### src/rtl/toggle_req_pkg.sv
// Shared types and helpers for the toggle-handshake request generator.
// Latency: n/a (types and constant functions only).
// Backpressure: n/a.
package toggle_req_pkg;

    typedef enum logic {
        IDLE     = 1'b0,
        WAIT_ACK = 1'b1
    } state_e;

    // Largest value a pending counter of width w can hold.
    function automatic int unsigned max_cnt(input int unsigned w);
        return (32'd1 << w) - 32'd1;
    endfunction

endpackage

### src/rtl/toggle_req_chan.sv
// One toggle-handshake channel: event pulses become req toggles, one per ack round-trip.
// Latency: accepted event in IDLE toggles req after 1 edge; ack match with work re-toggles after 1 edge.
// Backpressure: events arriving mid-handshake queue in a saturating counter; overflow drops and flags ovf_o.
module toggle_req_chan
    import toggle_req_pkg::*;
#(
    parameter int CNT_W = 3
) (
    input  logic             clk,
    input  logic             rst_n,
    input  logic             en_i,
    input  logic             evt_i,
    input  logic             ack_tgl_i,
    input  logic             ovf_clr_i,
    output logic             req_tgl_o,
    output logic             busy_o,
    output logic [CNT_W-1:0] pend_cnt_o,
    output logic             ovf_o
);

    localparam logic [CNT_W-1:0] CNT_MAX = CNT_W'(max_cnt(CNT_W));
    localparam logic [CNT_W-1:0] CNT_ONE = CNT_W'(1);

    state_e           state_q, state_d;
    logic             req_q, req_d;
    logic [CNT_W-1:0] cnt_q, cnt_d;
    logic             ovf_q, ovf_d;

    logic accepted;
    logic ack_match;
    logic have_work;
    logic issue;
    logic drop;

    assign accepted  = evt_i & en_i;
    assign ack_match = (ack_tgl_i == req_q);
    assign have_work = accepted | (cnt_q != '0);

    // Next state, issue decision and queue accounting for this cycle.
    always_comb begin
        state_d = state_q;
        issue   = 1'b0;
        drop    = 1'b0;
        cnt_d   = cnt_q;

        case (state_q)
            IDLE: begin
                // ack is meaningless here; the far side has nothing outstanding.
                if (have_work) begin
                    issue   = 1'b1;
                    state_d = WAIT_ACK;
                end
            end
            WAIT_ACK: begin
                if (ack_match) begin
                    if (have_work) begin
                        issue = 1'b1;
                    end else begin
                        state_d = IDLE;
                    end
                end
            end
            default: state_d = IDLE;
        endcase

        if (issue && (cnt_q != '0)) begin
            // Issue drains one queued event; a coincident event refills it.
            cnt_d = accepted ? cnt_q : (cnt_q - CNT_ONE);
        end else if (accepted && !issue) begin
            if (cnt_q == CNT_MAX) begin
                drop = 1'b1;
            end else begin
                cnt_d = cnt_q + CNT_ONE;
            end
        end
        // accepted && issue && cnt==0: the event goes straight out, never counted.

        req_d = req_q ^ issue;
        ovf_d = (ovf_q & ~ovf_clr_i) | drop;
    end

    // Channel registers; reset abandons any handshake in flight.
    always_ff @(posedge clk or negedge rst_n) begin
        if (!rst_n) begin
            state_q <= IDLE;
            req_q   <= 1'b0;
            cnt_q   <= '0;
            ovf_q   <= 1'b0;
        end else begin
            state_q <= state_d;
            req_q   <= req_d;
            cnt_q   <= cnt_d;
            ovf_q   <= ovf_d;
        end
    end

    assign req_tgl_o  = req_q;
    assign busy_o     = (state_q == WAIT_ACK);
    assign pend_cnt_o = cnt_q;
    assign ovf_o      = ovf_q;

endmodule

### src/rtl/toggle_req_ctrl.sv
// Multi-channel toggle-handshake request generator for the source side of CDC bundles.
// Latency: 1 edge from accepted event (or ack match with queued work) to req toggle; all outputs registered.
// Backpressure: each channel queues up to 2^CNT_W-1 events while waiting for ack; excess sets sticky ovf_o.
module toggle_req_ctrl
    import toggle_req_pkg::*;
#(
    parameter int CH    = 4,
    parameter int CNT_W = 3
) (
    input  logic                clk,
    input  logic                rst_n,
    input  logic [CH-1:0]       en_i,
    input  logic [CH-1:0]       evt_i,
    input  logic [CH-1:0]       ack_tgl_i,
    input  logic                ovf_clr_i,
    output logic [CH-1:0]       req_tgl_o,
    output logic [CH-1:0]       busy_o,
    output logic [CH*CNT_W-1:0] pend_cnt_o,
    output logic [CH-1:0]       ovf_o
);

    // Channels are independent; only the overflow clear is shared.
    for (genvar i = 0; i < CH; i++) begin : g_chan
        toggle_req_chan #(
            .CNT_W(CNT_W)
        ) u_chan (
            .clk        (clk),
            .rst_n      (rst_n),
            .en_i       (en_i[i]),
            .evt_i      (evt_i[i]),
            .ack_tgl_i  (ack_tgl_i[i]),
            .ovf_clr_i  (ovf_clr_i),
            .req_tgl_o  (req_tgl_o[i]),
            .busy_o     (busy_o[i]),
            .pend_cnt_o (pend_cnt_o[i*CNT_W +: CNT_W]),
            .ovf_o      (ovf_o[i])
        );
    end

endmodule
### config.mk
export PLATFORM = sky130hd
export DESIGN_NAME = toggle_req_ctrl
export DESIGN_NICKNAME = d
export VERILOG_FILES = /design/src/rtl/toggle_req_pkg.sv /design/src/rtl/toggle_req_chan.sv /design/src/rtl/toggle_req_ctrl.sv
export SDC_FILE = /design/constraint.sdc
export NUM_CORES = 1
export LEC_CHECK = 0
export ABC_AREA = 1
export BUFFER_PORTS_ARGS = -buffer_cell sky130_fd_sc_hd__buf_2
export CORE_UTILIZATION = 37
export DETAILED_ROUTE_END_ITERATION = 10
export GPL_ROUTABILITY_DRIVEN = 0
export SYNTH_ARGS = -nofsm -noshare
export SYNTH_HDL_FRONTEND = slang
export SYNTH_HIERARCHICAL = 1
export SYNTH_SLANG_ARGS = --single-unit
### constraint.sdc
create_clock -name clk -period 1.58 [get_ports clk]
set_clock_uncertainty 0.15 [all_clocks]
set_input_delay 0.474 -clock clk [delete_from_list [all_inputs] [get_ports clk]]
set_output_delay 0.474 -clock clk [all_outputs]
set_load 0.02 [all_outputs]
==> impl_metrics.toml, run 1 <==
[sta]
slew_violations = 0
worst_pin_slew_ns = 0.3278
timing.fmax_mhz = 569.7
setup_violations = 6
period_minus_slack_ns = 1.755
slew-limit-headroom_pct = 78.15
layout_setup_ws_ns = -0.1754
hold_violations = 0
grt_setup_unrepaired = "true"
fin_crit_sh_pct = 111.1
holdWs_ns = 0.03325

[pwr]
power.leakage_uw = 0.001336
power_uw = 6305
powerDensity_nw_per_um2 = 2381
peakVddDrop_mv = 1.056

[detailed_routing]
vias_per_cell = 4.603
drt-wirelength-per-cell_um = 11.57
drt_iter0_markers = 52
route.detailed.drc = 0
num_vias = 1565
first_pass_iters = 5
ant_nets = 0
routed_wl_um = 3935

[setup_path]
r2r_cells = 16
cp_max_fo = 4
required_ns = 1.60
cp_common_cell = "nand2_2"
crit_path_top_delay_cell = "dfrtp_2"
timing.rr.start = "g_chan[0].u_chan/req_tgl_o$_DFF_PN0_"
crit_chain = "inv_2, nand2_2, nand3_4, nand2_4, nand2_2, o21ai_1, inv_1, ha_4, inv_2, nand2_1, nand3_1, nand2_1, inv_2, nand2_2, nand2_2, nand2_1"
crit_path_start_kind = "flop"
crit_arrival_ns = 1.77
slowest_delay_ns = 0.43
crit_path_end_kind = "flop"
r2r-end = "g_chan[0].u_chan/pend_cnt_o[2]$_DFFE_PN0P_"
crit_family = "simple AND/OR/NAND/NOR gates"
path_class = "reg -> reg"
reg2reg_slack_ns = -0.18
path_buf_inv = 4

[final_layout]
fill_cells = 355
antenna_cells = 0
syn2layout_area_growth_pct = 63.35
nets = 310
drive_gt1_share_pct = 66.90

[grt]
grt_pass1_wl_um = 6361
use_met3_pct = 2.167
grt_start_max_net_pins = 25
grt_antenna_before_repair = 0
overflow = 0
busiest_layer = "met2"
grtUsageMet2_pct = 31.74
track_usage_pct = 18.10
grtUsageMet1_pct = 22.64
grt_pass1_vias = 1551

[die]
design.die.area_um2 = 4651
coreArea_um2 = 4115
die_width_um = 68.20
row_count = 23
io_pins = 39
die_h_um = 68.20
initial_core_util_pct = 39.40

[synth]
ys_async_sr_fraction_pct = 100.0
ys.flop_type = "dfrtp_1"
synth_seq_cells = 24
synth_fp_nets = 207
synth-edff-count = 0
yosysMostFrequentCell = "nand2_1"
synthCells = 188
synthTopCellsByCount = "nand2_1 (40), inv_1 (32), dfrtp_1 (24)"
yosysTopAreaCell = "dfrtp_1"
synth_seq_area_share_pct = 37.04
synth_area_um2 = 1622
synth.distinct_cells = 19
avgSynthCellArea_um2 = 8.625
synth_top_area_share_pct = 37.04
yosysWarningCount = 6
synth_area_leaders = "dfrtp_1 (37%), nand2_1 (9.3%), nand3_4 (8.6%), inv_1 (7.4%), nand3_1 (4.9%)"

[clocking]
clkTransAtPathRegs_ns = 0.09
htreeDepth = 1
cts_tree = "yes"
clock_latency_ns = 0.26
cts_made_buffers = 3
clkSinkCount = 24
cts_buffer_depth = 2
root_buffer = "clkbuf_8"

[worst_hold_path]
hp-class = "in -> async"

[placed_design]
dp_hpwl_um = 2699
portBuffers = 38

[status]
violations = "negative setup slack"
status = "complete, but fails checks"

[job]
maxCapViolations = 0
==> area by class of cell <==
| cell class | count | area (um^2) | share of cell area, % |
|---|---|---|---|
| Sequential cell | 24 | 620.6 | 23.43 |
| Multi-Input combinational cell | 128 | 1002 | 37.84 |
| Clock buffer | 3 | 41.29 | 1.559 |
| Tap cell | 50 | 62.56 | 2.362 |
| Timing Repair Buffer | 98 | 757.0 | 28.58 |
| Inverter | 36 | 135.1 | 5.102 |
| Clock inverter | 1 | 30.03 | 1.134 |
==> worst register-to-register path: stages (launching register included) <==
cell,delay [ns]
dfrtp_2,0.43
inv_2,0.06
nand2_2,0.09
nand3_4,0.07
nand2_4,0.08
nand2_2,0.04
o21ai_1,0.06
inv_1,0.09
ha_4,0.16
inv_2,0.04
nand2_1,0.05
nand3_1,0.06
nand2_1,0.06
inv_2,0.06
nand2_2,0.05
nand2_2,0.06
nand2_1,0.04
==> where the power goes <==
part	total (uW)	internal [uW]	switching, uW	leakage [uW]
registers	1180	923	261	0.000266
logic	4580	2330	2250	0.00103
clock network	543	339	205	0.0000357
==> timing repair <==
item | in CTS | in global routing
endpoints found under the setup margin | 16 | 23
setup buffers | 11 | 13
hold buffers | 0 | 0
hold endpoints to repair | 0 | 0
gates resized for setup | 39 | 23
pin swaps | 25 | 15
==> worst max path at each step <==
stage / startpoint / end / slack, ns / depth (start not counted)
2_1_floorplan: g_chan[0].u_chan/req_tgl_o$_DFF_PN0_ / g_chan[0].u_chan/pend_cnt_o[2]$_DFFE_PN0P_ / -0.15 / 16
3_3_place_gp: ack_tgl_i[2] / g_chan[2].u_chan/pend_cnt_o[2]$_DFFE_PN0P_ / -0.28 / 17
3_5_place_dp: ack_tgl_i[2] / g_chan[2].u_chan/pend_cnt_o[2]$_DFFE_PN0P_ / -0.32 / 17
4_1_cts: g_chan[2].u_chan/req_tgl_o$_DFF_PN0_ / g_chan[2].u_chan/pend_cnt_o[2]$_DFFE_PN0P_ / -0.13 / 15
5_1_grt: g_chan[0].u_chan/req_tgl_o$_DFF_PN0_ / g_chan[0].u_chan/pend_cnt_o[2]$_DFFE_PN0P_ / -0.35 / 16
6_report: g_chan[0].u_chan/req_tgl_o$_DFF_PN0_ / g_chan[0].u_chan/pend_cnt_o[2]$_DFFE_PN0P_ / -0.18 / 16
==> routing by layer <==
| metal | wire (um) | up-vias | part of all wire [%] |
|---|---|---|---|
| li1 | - | 800 | - |
| met2 | 1980 | 34 | 50 |
| met3 | 123 | 8 | 3.1 |
| met4 | 84 | 0 | 2.1 |
| met1 | 1747 | 723 | 44 |
| met5 | 0 | - | 0 |
==> cells by family (layout without fill, tap and decap cells) <==
logic type,count (synthesis),after routing,synth area share [%]
and+or+nand+nor,100,100,38.58
AOI/OAI and AO/OA,16,16,8.642
buffers and inverters,36,138,8.333
xor gates and xnor gates,8,8,4.321
DFF,24,24,37.04
adders and majority gates,4,4,3.087
==> placed cells by master (no fill, tap or decap) <==
master / instances
a21oi_4: 4
o21ai_2: 1
nand4_1: 4
nand3_4: 8
o21ai_1: 7
inv_1: 18
xor2_1: 8
nor2_4: 4
nand3_1: 12
buf_6: 23
clkbuf_8: 3
ha_4: 4
nand2_1: 35
buf_4: 49
nand2_2: 13
inv_2: 18
or2_2: 4
buf_2: 26
o32ai_1: 4
nand3_2: 4
nand2_4: 8
bufinv_16: 1
nor2_2: 8
dfrtp_2: 16
dfrtp_1: 8
==> registers in the layout (all words and copies together), names as in the netlist <==
signal,count
g_chan.u_chan/ovf_o,4
g_chan.u_chan/busy_o,4
g_chan.u_chan/req_tgl_o,4
g_chan.u_chan/pend_cnt_o,12
==> metrics by stage <==
step           cells  instance area [um^2]  setup WS, ns  setup TNS, ns  util (%)
6_report         340                  2649       -0.1754        -0.6085     64.37
5_1_grt          340                  2649       -0.3471         -1.397     64.37
4_1_cts          334                  2520       -0.1323        -0.4623     61.23
3_5_place_dp     319                  2247       -0.3206         -1.619     54.61
3_3_place_gp     319                  2247       -0.2812         -1.420     54.61
2_1_floorplan    188                  1672       -0.1456        -0.5825         -
No activity file was read; power rests on OpenSTA's default activity.
==> inputs of run 2 (changes only) <==
clock period = 1.8 ns   (was 1.58 ns; I/O delays follow)
==> run 2 against run 1 <==
Compared with the run above: worst hold slack better by 0.073 ns; the flow now finishes without violations; largest power group unchanged; critical path type unchanged; sequential share of layout area is 2.5 points higher; highest routed layer unchanged; register-to-register slack better by 0.24 ns; utilization is 7.1 points lower; worst setup slack better by 0.24 ns; sequential cell count stayed put.
==> impl_metrics.toml, run 2 (same netlist as run 1, synthesis figures left out) <==
[sta]
worst_pin_slew_ns = 0.5643
slew-limit-headroom_pct = 62.38
hold_violations = 0
setup_tns_ns = 0
slew_violations = 0
holdWs_ns = 0.1058
setup_violations = 0
fin_crit_sh_pct = 96.55
period_minus_slack_ns = 1.738
grt_setup_unrepaired = "true"
timing.fmax_mhz = 575.4

[die]
coreArea_um2 = 4115
design.die.area_um2 = 4651
die_h_um = 68.20
die_width_um = 68.20
row_count = 23
initial_core_util_pct = 39.40
io_pins = 39

[clocking]
clock_latency_ns = 0.27
cts_tree = "yes"
clkTransAtPathRegs_ns = 0.09
clkSinkCount = 24
root_buffer = "clkbuf_8"
cts_made_buffers = 3
cts_buffer_depth = 2
cts_hold_buf = 0
htreeDepth = 1

[final_layout]
nets = 286
final_core_util_pct = 57.31
layout_common_cells = "buf_2 (38), buf_4 (35), nand2_1 (29), inv_1 (20), nand2_2 (19)"
antenna_cells = 0
drive_gt1_share_pct = 63.53
postLayoutCellArea_um2 = 2359
syn2layout_area_growth_pct = 45.45
largest_register_ffs = 12
final_common_cell = "buf_2"

[setup_path]
cp_max_fo = 4
r2r-end = "g_chan[3].u_chan/pend_cnt_o[2]$_DFFE_PN0P_"
crit_path_end_kind = "flop"
r2r_cells = 16
crit_path_start_kind = "flop"
required_ns = 1.82
path_class = "reg -> reg"
reg2reg_slack_ns = 0.06
crit_arrival_ns = 1.76
cp-endpoint = "g_chan[3].u_chan/pend_cnt_o[2]$_DFFE_PN0P_"
cp-startpoint = "g_chan[3].u_chan/req_tgl_o$_DFF_PN0_"
timing.rr.start = "g_chan[3].u_chan/req_tgl_o$_DFF_PN0_"

[placed_design]
portBuffers = 38
place_area_um2 = 2095
dp_hpwl_um = 2568

[detailed_routing]
routed_wl_um = 3444
route.detailed.drc = 0
drt-wirelength-per-cell_um = 10.90
num_vias = 1450
met3RoutedLength_um = 121
wl_met1_um = 1685
highest_layer = "met4"
vias_per_cell = 4.589
ant_nets = 0
first_pass_iters = 4
wl_met2_um = 1618
drt_iter0_markers = 50

[grt]
grt_pass1_vias = 1317
grt_pass1_wl_um = 5623
track_usage_pct = 15.79
overflow = 0
grt_antenna_before_repair = 0
grt_start_max_net_pins = 25

[status]
status = "complete, no violations"

[job]
maxCapViolations = 0

[worst_hold_path]
hp-class = "in -> async"

[pwr]
power_uw = 4822
powerDensity_nw_per_um2 = 2044
peakVddDrop_mv = 0.9619
power.leakage_uw = 0.001196
-- run 2: per-stage QoR --
stage / setup WS (ns) / std cells
finish: 0.06215 / 316
global route: -0.09537 / 316
CTS: 0.02027 / 308
detailed placement: -0.1898 / 304
global placement: -0.1641 / 304
floorplan: 0.0001009 / 188
-- run 2: worst min-delay path by stage --
stage	cells after the start	slack [ns]	from	to
4_1_cts	1	0.12	rst_n	g_chan[3].u_chan/pend_cnt_o[0]$_DFFE_PN0P_
6_report	1	0.11	rst_n	g_chan[0].u_chan/pend_cnt_o[2]$_DFFE_PN0P_
3_5_place_dp	2	0.38	g_chan[0].u_chan/ovf_o$_DFF_PN0_	g_chan[0].u_chan/ovf_o$_DFF_PN0_
3_3_place_gp	2	0.38	g_chan[0].u_chan/ovf_o$_DFF_PN0_	g_chan[0].u_chan/ovf_o$_DFF_PN0_
2_1_floorplan	0	0.09	rst_n	g_chan[0].u_chan/busy_o$_DFF_PN0_
5_1_grt	1	0.14	rst_n	g_chan[1].u_chan/busy_o$_DFF_PN0_
-- run 2: what timing repair did --
action                     in CTS  in global routing
setup endpoints to repair       0                  4
buffers inserted                0                  8
gates resized for setup         0                 52
-- run 2: cell type report --
type / count / area (um^2)
flip-flops and latches: 24 / 610.6
fillers: 390 / 1757
clock inverters: 1 / 30.03
inverters: 36 / 135.1
multi-input cells: 128 / 1015
repair buffers: 74 / 464.2
well taps: 50 / 62.56
clock buffers: 3 / 41.29
-- run 2: routing by layer --
layer  GRT usage, %  vias up
met1          21.60      660
met3          4.000        2
met4          2.344        0
met5              0        -
met2          25.37       29
li1               -      759
-- run 2: critical path, stage by stage, from the launching register on --
cell	delay, ns
dfrtp_2	0.44
inv_2	0.06
nand2_2	0.08
nand3_4	0.07
nand2_4	0.07
nand2_1	0.05
o21ai_1	0.08
inv_1	0.06
ha_2	0.18
inv_2	0.06
nand2_2	0.05
nand3_2	0.06
nand2_2	0.05
inv_2	0.04
nand2_1	0.04
nand2_1	0.06
nand2_1	0.04
-- run 2: power breakdown --
part           total, uW  leakage, uW  internal (uW)  switching (uW)
combinational       3340     0.000886           1510            1830
clock                475    0.0000357            297             177
sequential          1010     0.000274            793             215
total               4820      0.00120           2600            2220
==> inputs of run 3 (changes only) <==
CORE_UTILIZATION = 46   (was 37)
PLACE_DENSITY = 0.7   (was not set)
==> run 3 against run 2 <==
Compared with the run above: register-to-register slack worse by 0.04 ns; sequential share of layout area is 0.72 points higher; global-route usage is 1.7 points higher; largest power group unchanged.
==> impl_metrics.toml, run 3 (same netlist as run 1, synthesis figures left out) <==
[status]
status = "complete, no violations"

[placed_design]
portBuffers = 38
place_area_um2 = 2082
dp_hpwl_um = 2578

[detailed_routing]
num_vias = 1466
route.detailed.drc = 0
first_pass_iters = 4
ant_nets = 0
vias_per_cell = 4.699
drt_iter0_markers = 36
routed_wl_um = 3481
drt-wirelength-per-cell_um = 11.16

[die]
coreArea_um2 = 3363
die_width_um = 61.37
initial_core_util_pct = 48.21
design.die.area_um2 = 3766
row_count = 21
io_pins = 39
die_h_um = 61.37

[final_layout]
postLayoutCellArea_um2 = 2295
antenna_cells = 0
nets = 286
final_core_util_pct = 68.23
syn2layout_area_growth_pct = 41.51
seq_area_um2 = 610.6
fill_cells = 288
multi_input_area_um2 = 987.2
layout_common_cells = "buf_2 (37), nand2_1 (34), buf_4 (33), inv_1 (20)"
drive_gt1_share_pct = 61.28
final_common_cell = "buf_2"
largest_register_ffs = 12

[clocking]
cts_made_buffers = 3
cts_tree = "yes"
cts_buffer_depth = 2
clkSinkCount = 24
htreeDepth = 1
clock_latency_ns = 0.30
root_buffer = "clkbuf_4"
clkTransAtPathRegs_ns = 0.13

[sta]
period_minus_slack_ns = 1.780
setup_tns_ns = 0
timing.fmax_mhz = 561.6
grt_setup_unrepaired = "true"
hold_violations = 0
slew-limit-headroom_pct = 64.48
worst_pin_slew_ns = 0.5327
fin_crit_sh_pct = 98.92
holdWs_ns = 0.04170
setup_violations = 0
slew_violations = 0

[pwr]
power.leakage_uw = 0.001178
powerDensity_nw_per_um2 = 1995
peakVddDrop_mv = 1.002

[setup_path]
slowest_delay_ns = 0.48
path_buf_inv = 5
crit_chain = "inv_2, nand2_2, nand3_4, nand2_4, nand2_1, o21ai_1, inv_1, ha_2, inv_2, buf_6, nand2_2, nand2_2, inv_2, nand2_1, nand2_1, nand2_1"
crit_arrival_ns = 1.84
crit_path_start_kind = "flop"
timing.rr.start = "g_chan[2].u_chan/req_tgl_o$_DFF_PN0_"
cp_max_fo = 4
cp-startpoint = "g_chan[2].u_chan/req_tgl_o$_DFF_PN0_"
r2r-end = "g_chan[2].u_chan/pend_cnt_o[2]$_DFFE_PN0P_"
crit_family = "flip-flops"
reg2reg_slack_ns = 0.02
required_ns = 1.86
r2r_cells = 16
cp_common_cell = "nand2_1"
crit_path_top_delay_cell = "dfrtp_2"
path_class = "reg -> reg"
crit_path_end_kind = "flop"

[worst_hold_path]
hp-class = "in -> async"

[grt]
grt_pass1_wl_um = 4968
track_usage_pct = 17.48
grt_pass1_vias = 1226
grt_antenna_before_repair = 0
overflow = 0
grt_start_max_net_pins = 25

[job]
maxCapViolations = 0
[run 3: worst max-delay path by stage]
stage | cells after the start | slack, ns | to
finish | 16 | 0.02 | g_chan[2].u_chan/pend_cnt_o[2]$_DFFE_PN0P_
global route | 16 | -0.09 | g_chan[1].u_chan/pend_cnt_o[2]$_DFFE_PN0P_
CTS | 13 | 0.000003 | g_chan[0].u_chan/pend_cnt_o[2]$_DFFE_PN0P_
detailed placement | 14 | -0.19 | g_chan[0].u_chan/pend_cnt_o[2]$_DFFE_PN0P_
global placement | 14 | -0.17 | g_chan[3].u_chan/pend_cnt_o[2]$_DFFE_PN0P_
floorplan | 15 | 0.0001 | g_chan[0].u_chan/pend_cnt_o[2]$_DFFE_PN0P_
[run 3: stage by stage]
step                      total power [uW]  std cells  setup slack [ns]
after global routing                  4998        312          -0.08937
after global placement                3772        299           -0.1661
after floorplan                       2816        188         0.0001009
after detailed placement              3817        299           -0.1889
after CTS                             4065        303       0.000002665
final                                 4579        312           0.01952
[run 3: power breakdown]
| group | switching (uW) | internal (uW) | leakage [uW] |
|---|---|---|---|
| sequential | 216 | 791 | 0.000274 |
| clock | 150 | 86.2 | 0.0000150 |
| combinational | 1820 | 1510 | 0.000888 |
[run 3: layer usage]
layer	up-vias	wire, um	track usage, %	part of all wire [%]
li1	753	-	-	-
met1	683	1629	24.08	47
met2	28	1725	29.81	50
met3	2	107	1.891	3.1
met4	0	18	3.810	0.52
met5	-	0	0	0
[run 3: timing repair]
action / CTS / global route
gates resized for setup: 0 / 49
setup endpoints to repair: 0 / 4
buffers inserted: 0 / 9
hold buffers: 0 / 0
[run 3: area by class of cell]
cell class | instances | share of cell area, %
inverters | 36 | 5.889
clock buffers | 4 | 1.145
well taps | 46 | 2.508
multi-input cells | 128 | 43.02
repair buffers | 74 | 20.83
flip-flops and latches | 24 | 26.61
